**config.mk**
```make
export PLATFORM = sky130hd
export DESIGN_NAME = instr_fetch_flat
export DESIGN_NICKNAME = d
export VERILOG_FILES = /design/src/rtl/ifetch_pkg.sv /design/src/rtl/instr_fetch_if.sv /design/src/rtl/ifetch_fifo.sv /design/src/rtl/instr_fetch.sv /design/src/flat_wrapper.sv
export SDC_FILE = /design/constraint.sdc
export NUM_CORES = 1
export LEC_CHECK = 0
export BUFFER_PORTS_ARGS = -buffer_cell sky130_fd_sc_hd__buf_2
export CORE_MARGIN = 3
export CORE_UTILIZATION = 53
export DETAILED_ROUTE_END_ITERATION = 8
export GPL_ROUTABILITY_DRIVEN = 0
export PLACE_DENSITY = 0.76
export SYNTH_ARGS = -nofsm -noshare
export SYNTH_HDL_FRONTEND = slang
export SYNTH_SLANG_ARGS = --single-unit
```
**constraint.sdc**
```tcl
create_clock -name clk -period 2.82 [get_ports clk]
set_input_delay 0.141 -clock clk [delete_from_list [all_inputs] [get_ports clk]]
set_output_delay 0.141 -clock clk [all_outputs]
set_load 0.01 [all_outputs]
```
**src/rtl/ifetch_pkg.sv**
```systemverilog
// Shared types for the instruction fetch stage: FSM states, the
// prefetch entry bundle (pc + word) and the instruction word size.
package ifetch_pkg;

    typedef enum logic [1:0] {
        S_IDLE,
        S_RUN,
        S_DRAIN
    } ifetch_state_t;

    typedef struct packed {
        logic [31:0] pc;
        logic [31:0] word;
    } fetch_entry_t;

    localparam int unsigned WORD_BYTES = 4;

endpackage

```
**src/rtl/instr_fetch_if.sv**
```systemverilog
// Instruction memory request/response bus.
// master = fetch stage (req, addr out; gnt, rvalid, rdata in), slave = memory.
interface instr_fetch_if;

    logic        req;
    logic [31:0] addr;
    logic        gnt;
    logic        rvalid;
    logic [31:0] rdata;

    modport master (
        output req,
        output addr,
        input  gnt,
        input  rvalid,
        input  rdata
    );

    modport slave (
        input  req,
        input  addr,
        output gnt,
        output rvalid,
        output rdata
    );

endinterface

```
**src/rtl/ifetch_fifo.sv**
```systemverilog
// Prefetch FIFO of fetch_entry_t, FIFO_DEPTH entries (power of 2).
// Ports: push/data write the tail, pop removes the head, flush empties,
// head is the oldest entry, count the occupancy. Async active-low reset.
module ifetch_fifo
    import ifetch_pkg::*;
#(
    parameter  int unsigned FIFO_DEPTH = 4,
    localparam int unsigned CW = $clog2(FIFO_DEPTH) + 1
) (
    input  logic         clk,
    input  logic         rst_n,
    input  logic         push,
    input  fetch_entry_t data,
    input  logic         pop,
    input  logic         flush,
    output fetch_entry_t head,
    output logic [CW-1:0] count
);

    localparam int unsigned PW = $clog2(FIFO_DEPTH);

    fetch_entry_t  mem [FIFO_DEPTH];
    logic [PW-1:0] rd_ptr;
    logic [PW-1:0] wr_ptr;
    logic          do_push;
    logic          do_pop;

    assign do_pop  = pop && (count != '0);
    // a full FIFO still accepts a write when the head leaves the same cycle
    assign do_push = push && ((count != CW'(FIFO_DEPTH)) || do_pop);
    assign head    = mem[rd_ptr];

    always_ff @(posedge clk or negedge rst_n) begin
        if (!rst_n) begin
            rd_ptr <= '0;
            wr_ptr <= '0;
            count  <= '0;
        end else if (flush) begin
            rd_ptr <= '0;
            wr_ptr <= '0;
            count  <= '0;
        end else begin
            if (do_push)
                wr_ptr <= wr_ptr + PW'(1);
            if (do_pop)
                rd_ptr <= rd_ptr + PW'(1);
            count <= count + CW'(do_push) - CW'(do_pop);
        end
    end

    always_ff @(posedge clk) begin
        if (do_push && !flush)
            mem[wr_ptr] <= data;
    end

endmodule

```
**src/rtl/instr_fetch.sv**
```systemverilog
// Instruction fetch stage: PC, imem requests, prefetch FIFO, branch redirect.
// Ports: clk, rst_n, imem (instr_fetch_if.master), waiting, instr,
// instr_valid, instr_pc, redirect, redirect_pc; stall_cnt when
// IFETCH_STALL_CNT_EN is defined (counts starved cycles, saturating).
module instr_fetch
    import ifetch_pkg::*;
#(
    parameter int unsigned FIFO_DEPTH = 4,
    parameter logic [31:0] RESET_PC   = 32'h0000_0000
) (
    input  logic          clk,
    input  logic          rst_n,
    instr_fetch_if.master imem,
    input  logic          waiting,
    output logic [31:0]   instr,
    output logic          instr_valid,
    output logic [31:0]   instr_pc,
    input  logic          redirect,
    input  logic [31:0]   redirect_pc
`ifdef IFETCH_STALL_CNT_EN
    ,
    output logic [31:0]   stall_cnt
`endif
);

    localparam int unsigned CW  = $clog2(FIFO_DEPTH) + 1;
    localparam int unsigned CW1 = CW + 1;
    localparam logic [31:0] PC0 = {RESET_PC[31:2], 2'b00};
    localparam logic [CW:0] CAP = CW1'(FIFO_DEPTH);

    ifetch_state_t state;
    ifetch_state_t state_nxt;
    logic [31:0]   pc;
    logic [31:0]   resp_pc;
    logic [31:0]   target;
    logic [CW-1:0] outstanding;
    logic [CW-1:0] out_nxt;
    logic [CW-1:0] drop_cnt;
    logic [CW-1:0] drop_nxt;
    logic [CW-1:0] count;
    logic [CW:0]   inflight;
    logic          issue;
    logic          rv;
    logic          push;
    logic          pop;
    fetch_entry_t  head;
    fetch_entry_t  din;

    assign target    = {redirect_pc[31:2], 2'b00};
    assign inflight  = {1'b0, count} + {1'b0, outstanding};
    assign imem.req  = (state == S_RUN) && (inflight < CAP);
    assign imem.addr = pc;
    assign issue     = imem.req && imem.gnt;
    // a response with nothing outstanding is a protocol error and ignored
    assign rv        = imem.rvalid && (outstanding != '0);
    assign out_nxt   = outstanding + CW'(issue) - CW'(rv);
    assign push      = rv && (state == S_RUN) && !redirect;
    assign pop       = instr_valid && waiting && !redirect;

    assign instr_valid = (count != '0);
    assign instr       = instr_valid ? head.word : '0;
    assign instr_pc    = instr_valid ? head.pc : '0;
    assign din         = '{pc: resp_pc, word: imem.rdata};

    ifetch_fifo #(
        .FIFO_DEPTH(FIFO_DEPTH)
    ) u_fifo (
        .clk  (clk),
        .rst_n(rst_n),
        .push (push),
        .data (din),
        .pop  (pop),
        .flush(redirect),
        .head (head),
        .count(count)
    );

    // In S_DRAIN nothing issues, so outstanding-after-edge equals the
    // remaining drops; a redirect there reloads pc but adds no drops.
    always_comb begin
        state_nxt = state;
        drop_nxt  = drop_cnt;
        unique case (state)
            S_IDLE: begin
                state_nxt = S_RUN;
            end
            S_RUN: begin
                if (redirect && (out_nxt != '0)) begin
                    state_nxt = S_DRAIN;
                    drop_nxt  = out_nxt;
                end
            end
            S_DRAIN: begin
                if (rv)
                    drop_nxt = drop_cnt - CW'(1);
                if (drop_nxt == '0)
                    state_nxt = S_RUN;
            end
            default: begin
                state_nxt = S_IDLE;
            end
        endcase
    end

    // resp_pc is the address of the next response that will be kept
    always_ff @(posedge clk or negedge rst_n) begin
        if (!rst_n) begin
            state       <= S_IDLE;
            pc          <= PC0;
            resp_pc     <= PC0;
            outstanding <= '0;
            drop_cnt    <= '0;
        end else begin
            state       <= state_nxt;
            outstanding <= out_nxt;
            drop_cnt    <= drop_nxt;
            if (redirect) begin
                pc      <= target;
                resp_pc <= target;
            end else begin
                if (issue)
                    pc <= pc + 32'(WORD_BYTES);
                if (push)
                    resp_pc <= resp_pc + 32'(WORD_BYTES);
            end
        end
    end

`ifdef IFETCH_STALL_CNT_EN
    always_ff @(posedge clk or negedge rst_n) begin
        if (!rst_n)
            stall_cnt <= '0;
        else if (waiting && !instr_valid && !redirect && (stall_cnt != '1))
            stall_cnt <= stall_cnt + 32'd1;
    end
`endif

    a_rvalid_expected: assert property (
        @(posedge clk) disable iff (!rst_n)
        imem.rvalid |-> (outstanding != '0)
    );

endmodule

```
**src/flat_wrapper.sv**
```systemverilog
// flat-port wrapper written by rule: the top's interface ports become plain ports
module instr_fetch_flat import ifetch_pkg::*;
#(
    parameter int unsigned FIFO_DEPTH = 4,
    parameter logic [31:0] RESET_PC   = 32'h0000_0000
)
  (clk, rst_n, waiting, instr, instr_valid, instr_pc, redirect, redirect_pc, imem_req, imem_addr, imem_gnt, imem_rvalid, imem_rdata);
  instr_fetch_if imem_i ();
  input  logic clk;
  input  logic rst_n;
  input  logic waiting;
  output logic [31:0] instr;
  output logic instr_valid;
  output logic [31:0] instr_pc;
  input  logic redirect;
  input  logic [31:0] redirect_pc;
  output wire logic [$bits(imem_i.req)-1:0] imem_req;
  output wire logic [$bits(imem_i.addr)-1:0] imem_addr;
  input wire logic [$bits(imem_i.gnt)-1:0] imem_gnt;
  input wire logic [$bits(imem_i.rvalid)-1:0] imem_rvalid;
  input wire logic [$bits(imem_i.rdata)-1:0] imem_rdata;
  assign imem_req = imem_i.req;
  assign imem_addr = imem_i.addr;
  assign imem_i.gnt = imem_gnt;
  assign imem_i.rvalid = imem_rvalid;
  assign imem_i.rdata = imem_rdata;
  instr_fetch #(.FIFO_DEPTH(FIFO_DEPTH), .RESET_PC(RESET_PC)) u_core (.clk(clk), .rst_n(rst_n), .imem(imem_i), .waiting(waiting), .instr(instr), .instr_valid(instr_valid), .instr_pc(instr_pc), .redirect(redirect), .redirect_pc(redirect_pc));
endmodule
```
==> summary.txt, run 1 <==
Pwr
  – Static Leak: about 6.3 nW
  – Overall power consumption: 14.36 mW
  – Worst voltage drop across the vdd grid: 0.0006648 V
  – Areal power density over the cells: between 800 and 900 nW/µm²

Route
  – Detailed Routing Iterations Pass 1: 6
  – Number of vias after detailed routing: about 9300
  – Post-detailed-route DRC marker count: 0
  – Number of vias per cell after detailed routing: between 6 and 7
  – Detailed route wirelength on metal2: 15.17 mm
  – Number of nets still failing antenna checks after routing: 0
  – Total routed wirelength: roughly 32 mm
  – Highest metal layer with signal wires: met4
  – Detailed-routed wire length on met3: between 2 and 2.5 mm
  – Routed wire length per instance: about 21 µm
  – Number of DRC markers after the initial detailed-route iteration: 880
  – DRT met1 WL: about 14 mm

Worst setup path
  – Cell occurring most often along the worst timing path: ha_4
  – Crit path launch type: register
  – Crit path max-delay family: adder cells
  – Arrival time worst endpoint: 3.11 ns
  – CP bufs+invs: 1
  – CP cell instances: ha_4 -> nor4b_4 -> nand4_1 -> inv_1 -> ha_4 -> fa_2 -> o311ai_4 -> a21oi_1 -> o221a_2
  – Slowest cell on crit path: fa_2
  – Critical Path RT: 3.27 ns
  – Biggest cell delay along the critical path: ~0.49 ns
  – Worst Setup End Kind: register
  – Type of the worst setup path: register to register
  – Crit Path Max Fanout: 5

Clock network
  – H-tree depth: 1
  – TritonCTS clock tree: done
  – Buffer levels on the longest clock path: 3
  – Total clock buffers created by CTS: 31
  – Post-CTS Setup Inserts: 0
  – Clock-pin slew of the registers on the worst-case setup and hold paths: roughly 0.070 ns
  – Root Driver: clkbuf_16
  – Later-pin clock latency in the skew report: roughly 0.57 ns
  – Total number of clock tree sinks: 323

Synth
  – Top-area cell type share of the netlist area: 0.5191
  – Top_reg_cell synth: edfxtp_1
  – Mapped cell area: 14350 µm²
  – Dominant cells by area after synthesis: edfxtp_1 52%, dfrtp_1 13%, mux4_2 9.7%
  – Synth unique cells: 61
  – Share of flip-flops with an asynchronous set or reset after synthesis: 0.2322
  – Share of the yosys chip area belonging to registers: 0.6499
  – Number of cells produced by synthesis: 960
  – Flip-flop and latch count after synthesis: roughly 320
  – Count leader, synth: edfxtp_1
  – Count of flip-flops with a built-in enable after synthesis: approximately 250
  – Yosys warning count: 0
  – Most frequent cells after synthesis: 248 x edfxtp_1, 75 x dfrtp_1, 71 x and2_1, 62 x mux4_2, 53 x nor2_1
  – Post-synthesis average cell area: approximately 15 µm²
  – Library cell occupying the most area in the post-synthesis netlist: edfxtp_1

STA
  – Fin. Hold Viols: 0
  – Slew at the pin closest to its max-slew limit: about 1 ns
  – Fin crit period: roughly 2.7 ns
  – Minimum hold slack: approximately 0.039 ns
  – Worst path setup slack after routing: between 0.15 and 0.2 ns
  – # setup viols final: 0
  – Worst slew slack as a fraction of its limit: 0.3339
  – Setup repair after global routing missed its margin: false
  – Clock Skew: about 0.012 ns
  – Top achievable clock speed: around 0.38 GHz
  – Ratio of final minimum period to clock period: 0.9423
  – Slew Viols, Final: 0
  – Total Neg Setup Slack: 0 ns

Status
  – Status: finished, final reports clean

Floorplanning
  – Full die area: 29080 µm²
  – Area of the core: about 26000 µm²
  – Die Y: between 150 and 200 µm
  – Initial Util: 0.5444
  – Count of boundary I/O pins: around 170
  – Die span in x: 170.5 µm
  – Placement Rows: around 60

Run
  – Maximum capacitance violations: 0

Global routing
  – Total routing resource utilization after global routing: 0.2187
  – Global-route wire length before repair: 50.67 mm
  – Via count of the first global-routing pass: about 9400
  – Remaining global-route overflow: 0
  – Number of antenna violations at the first check in global routing: 0
  – Pin count of the biggest net entering global routing: 76

Final layout
  – Area growth from synthesis to layout: 20.88%
  – Antenna diode instance count: 0
  – Final core utilization: 0.6581
  – Final std cell area, no fill: 17340 µm²
  – Count of filler cells inserted in the layout: 1820
  – Finished Layout Cells: 1540
  – Share of cells above drive strength 1: 0.2714
  – Number of nets in the final layout: 1264

Place
  – Placed cell count: 1422
  – Cell area after placement: 15670 µm²
  – HPWL after DPL: around 20 mm
  – Pre-CTS worst setup slack: roughly 0.19 ns
  – Input/output buffers: ~160

Min path
  – Classification of the worst-slack hold path: input port to register
report_power, final:
group	leakage (nW)	switching (mW)	total [mW]	internal, mW
Sequential	3.13	0.446	6.02	5.57
Clock	0.528	1.77	4.36	2.59
Combinational	2.66	2.04	3.98	1.94
metal layers:
layer  vias up  track usage
met5         -            0
met4         0      0.04974
met3        56      0.03697
met2       420       0.3608
met1      4637       0.3103
li1       4219            -
logic make-up after synthesis:
group / synth area share
AND/OR/NAND/NOR: 0.1369
flip-flops: 0.6499
AO/OA/AOI/OAI: 0.06209
buffers and inverters: 0.02477
multiplexers: 0.1033
adder cells (fa/ha/maj): 0.01326
XOR/XNOR: 0.009505
other: 0.0002614
cell usage in the layout (no fill, tap or decap), types with 6 or more instances in the layout:
cell type      instances
dfrtp_1               72
o31ai_1               16
nor2b_1                6
and3_1                13
clkbuf_16             31
clkbuf_1               6
or3_1                 10
nand3_1               31
buf_2                160
nand2_1               28
xor2_1                 9
a21oi_1               13
buf_4                 18
and4_1                24
o21ai_0               13
o311a_1               10
and2_1                67
dlygate4sd3_1         60
bufinv_16              6
nand4_1               31
a211oi_1              23
nor2_1                53
buf_12                 8
nand2b_1               8
nor3b_1                6
nor4_1                16
ha_1                   9
edfxtp_1             248
a31oi_1               18
inv_1                 19
mux4_2                62
or4_1                  9
nor3_1                15
path summary, 6_finish.rpt:
check	from	end	slack, ns	cells past startpoint
worst min register to register	u_core.state[0]	u_core.state[0]	0.57	1
max in group asynchronous	rst_n	u_core.u_fifo.rd_ptr[0]	1.80	2
min in group asynchronous	rst_n	u_core.imem.addr[27]	0.23	2
worst min-delay path	redirect_pc[27]	u_core.imem.addr[27]	0.04	4
worst max-delay path	u_core.u_fifo.count[2]	u_core.drop_cnt[1]	0.16	9
worst max register to register	u_core.u_fifo.count[2]	u_core.drop_cnt[1]	0.16	9
what timing repair did:
| item | CTS | global route |
|---|---|---|
| hold endpoints to repair | 246 | 0 |
| hold buffers | 60 | 0 |
| gates resized for setup | 0 | 0 |
flip-flops by register name, indices dropped and copies added (netlist names):
name                  count
u_core.u_fifo.wr_ptr      2
u_core.resp_pc           30
u_core.u_fifo.count       3
u_core.outstanding        3
u_core.state              2
u_core.u_fifo.mem       248
u_core.drop_cnt           3
u_core.imem.addr         30
u_core.u_fifo.rd_ptr      2
worst min-delay path, stage by stage:
cell      delay (ns)
buf_2           0.09
nand2b_1        0.18
o211ai_1        0.10
a211oi_1        0.06
cell type report:
class	count	area [µm²]	area share
clock buffer	37	798.3	0.04603
clock inverter	21	279.0	0.01609
inverter	22	82.58	0.004762
multi-input combinational	556	4737	0.2731
sequential	323	9330	0.5380
tap	335	419.2	0.02417
timing repair buffer	246	1697	0.09783
No activity file was read; power rests on OpenSTA's default activity.
==> run 2: changes to the inputs <==
--- a/config.mk
+++ b/config.mk
@@ -11,6 +11,8 @@
 export DETAILED_ROUTE_END_ITERATION = 8
 export GPL_ROUTABILITY_DRIVEN = 0
 export PLACE_DENSITY = 0.76
+export SETUP_SLACK_MARGIN = 0.15
 export SYNTH_ARGS = -nofsm -noshare
 export SYNTH_HDL_FRONTEND = slang
+export SYNTH_HIERARCHICAL = 1
 export SYNTH_SLANG_ARGS = --single-unit
==> run 2 against run 1 <==
Compared with the run above: the run now ends with negative setup slack left; critical path depth is 3 higher; sequential power shrank 2%; flip-flop and latch count is 8 higher; routed wire length is 5.4% higher; global-route usage grew 0.68 points.
==> summary.txt, run 2 <==
Worst setup path
  – Type of the worst setup path: register to register
  – Biggest cell delay along the critical path: 0.41 ns (-0.08 ns)
  – Crit path max-delay family: adder cells
  – CP bufs+invs: 2 (+1)
  – CP cell instances: ha_4 -> nor3_4 -> nand4_1 -> ha_1 -> inv_1 -> ha_2 -> fa_2 -> xnor3_1 -> o311ai_2 -> buf_4 -> and3_1 -> a221o_1
  – Slowest cell on crit path: dfrtp_1
  – Arrival time worst endpoint: 3.28 ns (+0.17 ns)
  – Critical Path RT: 3.21 ns (-0.06 ns)
  – Worst reg2reg setup slack: -0.06 ns (-0.23 ns)
  – Crit Path Max Fanout: 3 (-2)
  – Crit path launch type: register
  – Worst Setup End Kind: register

Route
  – Number of vias after detailed routing: 9757 (+4.6%)
  – Routed wire length per instance: 21.30 µm (+2.8%)
  – Detailed Routing Iterations Pass 1: 5 (-1)
  – Number of nets still failing antenna checks after routing: 0 (unchanged)
  – Number of DRC markers after the initial detailed-route iteration: 923 (+4.9%)
  – Number of vias per cell after detailed routing: 6.179 (+2.0%)
  – Post-detailed-route DRC marker count: 0 (unchanged)
  – Total routed wirelength: 33.63 mm (+5.4%)

Global routing
  – Pin count of the biggest net entering global routing: 79 (+3.9%)
  – Global-route wire length before repair: 51.98 mm (+2.6%)
  – Via count of the first global-routing pass: 9524 (+1.5%)
  – Total routing resource utilization after global routing: 0.2255 (+0.006819)
  – Number of antenna violations at the first check in global routing: 0 (unchanged)
  – Remaining global-route overflow: 0 (unchanged)

STA
  – Minimum hold slack: 0.02893 ns (-0.01034 ns)
  – # setup viols final: 1 (+1)
  – Ratio of final minimum period to clock period: 1.023 (+0.08064)
  – Top achievable clock speed: 0.3467 GHz (-7.9%)
  – Slew Viols, Final: 0 (unchanged)
  – Setup repair after global routing missed its margin: true
  – Worst slew slack as a fraction of its limit: 0.4352 (+0.1013)
  – Clock Skew: 0.01777 ns (+0.006138 ns)
  – Fin. Hold Viols: 0 (unchanged)
  – Slew at the pin closest to its max-slew limit: 0.8472 ns (-0.1520 ns)
  – Total Neg Setup Slack: -0.06459 ns (-0.06459 ns)
  – Worst path setup slack after routing: -0.06459 ns (-0.2274 ns)
  – Fin crit period: 2.885 ns (+0.2274 ns)

Pwr
  – Switching Power: 3.392 mW (-20%)
  – Areal power density over the cells: 717.3 nW/µm² (-13%)
  – Static Leak: 6.513 nW (+3.2%)
  – Sequential share of power: 0.456 (+0.037)
  – Share of power burned in the clock network: 0.356 (+0.052)
  – Worst voltage drop across the vdd grid: 0.0005507 V (-17%)
  – Part of the total power dissipated in combinational logic: 0.188 (-0.089)
  – Sw Share: 0.2635 (-0.03299)
  – Cell-internal power: 9.481 mW (-6.1%)

Synth
  – Library cell occupying the most area in the post-synthesis netlist: edfxtp_1
  – XOR/XNOR share of the synthesized area: 0.009380 (-0.0001260)
  – Top-area cell type share of the netlist area: 0.5287 (+0.009643)
  – Number of cells produced by synthesis: 950 (-1.0%)
  – Top_reg_cell synth: edfxtp_1
  – Share of the yosys chip area belonging to registers: 0.6578 (+0.007910)
  – Dominant cells by area after synthesis: edfxtp_1 53%, dfrtp_1 13%, mux4_2 9.9%
  – Yosys warning count: 6 (+6)
  – Adder-Cell Fraction of Synth Area: 0.01308 (-0.0001757)
  – Synth unique cells: 64 (+4.9%)
  – Share of flip-flops with an asynchronous set or reset after synthesis: 0.2266 (-0.005612)
  – Simple-Gate Fraction of Synth Area: 0.1304 (-0.006547)
  – Count of flip-flops with a built-in enable after synthesis: 256 (+3.2%)
  – Multiplexer share of the synthesized area: 0.1035 (+0.0001795)
  – Mapped cell area: 14540 µm² (+1.3%)
  – Dominant combinational cell family by area after synthesis: simple AND/OR/NAND/NOR gates
  – Compound-gate portion of the synthesized area: 0.06092 (-0.001167)
  – Post-synthesis average cell area: 15.31 µm² (+2.4%)
  – Count leader, synth: edfxtp_1
  – Flip-flop and latch count after synthesis: 331 (+2.5%)
  – Most frequent cells after synthesis: 256 x edfxtp_1, 75 x dfrtp_1, 69 x and2_1, 64 x mux4_2, 46 x nor2_1

Clock network
  – TritonCTS clock tree: done
  – Clock-pin slew of the registers on the worst-case setup and hold paths: 0.06 ns (about the same)
  – Later-pin clock latency in the skew report: 0.53 ns (-0.04 ns)
  – Buffer levels on the longest clock path: 3 (unchanged)
  – H-tree depth: 2 (+1)
  – Total number of clock tree sinks: 331 (+2.5%)
  – Root Driver: clkbuf_16
  – Total clock buffers created by CTS: 34 (+9.7%)

Final layout
  – Register with the highest flop count: u_core/u_fifo/mem
  – Area growth from synthesis to layout: 23.42%
  – Final core utilization: 0.6772 (+0.01909)
  – Commonest non-fill, non-tap cells in the layout: 256 x edfxtp_1, 162 x buf_2, 71 x dfrtp_1, 69 x and2_1, 64 x mux4_2
  – Number of flip-flops in the largest register: 256 (+3.2%)
  – Antenna diode instance count: 0 (unchanged)
  – Final std cell area, no fill: 17950 µm² (+3.5%)
  – Share of cells above drive strength 1: 0.2950 (+0.02365)
  – Finished Layout Cells: 1579 (+2.5%)
  – Count of filler cells inserted in the layout: 1758 (-3.4%)
  – Leading cell type in the layout, fill and taps excluded: edfxtp_1
  – Number of nets in the final layout: 1305 (+3.2%)

Place
  – Placed cell count: 1447 (+1.8%)
  – HPWL after DPL: 20.42 mm (+5.0%)
  – Cell area after placement: 16030 µm² (+2.4%)
  – Input/output buffers: 163 (+1.2%)

Run
  – Maximum capacitance violations: 0 (unchanged)

Floorplanning
  – Die span in x: 171.6 µm (+0.65%)
  – Placement Rows: 59 (unchanged)
  – Area of the core: 26500 µm² (+0.56%)
  – Die Y: 171.6 µm (+0.65%)
  – Initial Util: 0.5487 (+0.004238)
  – Full die area: 29460 µm² (+1.3%)
  – Count of boundary I/O pins: 168 (unchanged)

Status
  – Failing checks: negative setup slack
  – Status: finished with violations

Min path
  – Classification of the worst-slack hold path: input port to register
==> run 2: per-layer routing <==
layer | up-vias | routed length, µm | global-route usage
met5 | - | 0 | 0
met4 | 0 | 697 | 0.06473
met3 | 61 | 2780 | 0.03379
met2 | 492 | 16110 | 0.3607
met1 | 4867 | 14040 | 0.3278
li1 | 4337 | - | -
==> run 2: what timing repair did <==
action / in CTS / in global routing
setup buffers: 13 / 2
hold buffers: 58 / 0
gates resized for setup: 9 / 11
hold endpoints to repair: 226 / 0
endpoints found under the setup margin: 110 / 10
pin swaps: 9 / 7
==> run 2: worst reg2reg max path, stage by stage, from the launching register on <==
cell	delay, ns
dfrtp_1	0.41
ha_4	0.26
nor3_4	0.17
nand4_1	0.15
ha_1	0.31
inv_1	0.04
ha_2	0.17
fa_2	0.33
xnor3_1	0.25
o311ai_2	0.09
buf_4	0.19
and3_1	0.15
a221o_1	0.25
==> run 2: power groups by stage <==
stage               logic [mW]  registers, mW  clock network [mW]
CTS                       2.33           5.86                4.67
finish                    2.42           5.87                4.58
global route              2.64           5.91                4.87
global placement          2.11           5.94                   0
detailed placement        2.16           5.95                   0
floorplan                 1.31           5.90                   0
==> run 2: final timing paths <==
path                                             start                    end  cells after the start
worst min register to register      u_core/drop_cnt[2]     u_core/drop_cnt[2]                      1
worst max register to register  u_core/u_fifo/count[2]     u_core/drop_cnt[0]                     12
worst min-delay path                    redirect_pc[9]    u_core/imem.addr[9]                      3
worst max-delay path            u_core/u_fifo/count[2]     u_core/drop_cnt[0]                     12
max in group asynchronous                        rst_n  u_core/outstanding[1]                      3
min in group asynchronous                        rst_n   u_core/imem.addr[15]                      2
==> run 2: area by class of cell <==
type | count | area, µm² | area share
clock buffer | 45 | 923.4 | 0.05145
timing repair buffer | 279 | 1963 | 0.1094
inverter | 18 | 67.56 | 0.003765
sequential | 331 | 9572 | 0.5334
multi-input combinational | 557 | 4780 | 0.2663
tap | 335 | 419.2 | 0.02336
clock inverter | 14 | 221.5 | 0.01234
==> run 2: logic make-up (layout without fill, tap and decap cells) <==
logic type	count (synthesis)	after routing
buf+inv	71	356
fa+ha+maj	14	14
simple gates	327	327
flops	331	331
compound gates	122	122
other cells	1	10
mux	70	70
xor+xnor	14	14
==> run 2: through the flow <==
step	power, mW	setup WS (ns)
after floorplan	7.208	-0.4654
after global placement	8.049	-0.06326
after detailed placement	8.107	-0.1495
after CTS	12.86	-0.05469
after global routing	13.42	-0.1718
final	12.87	-0.06459
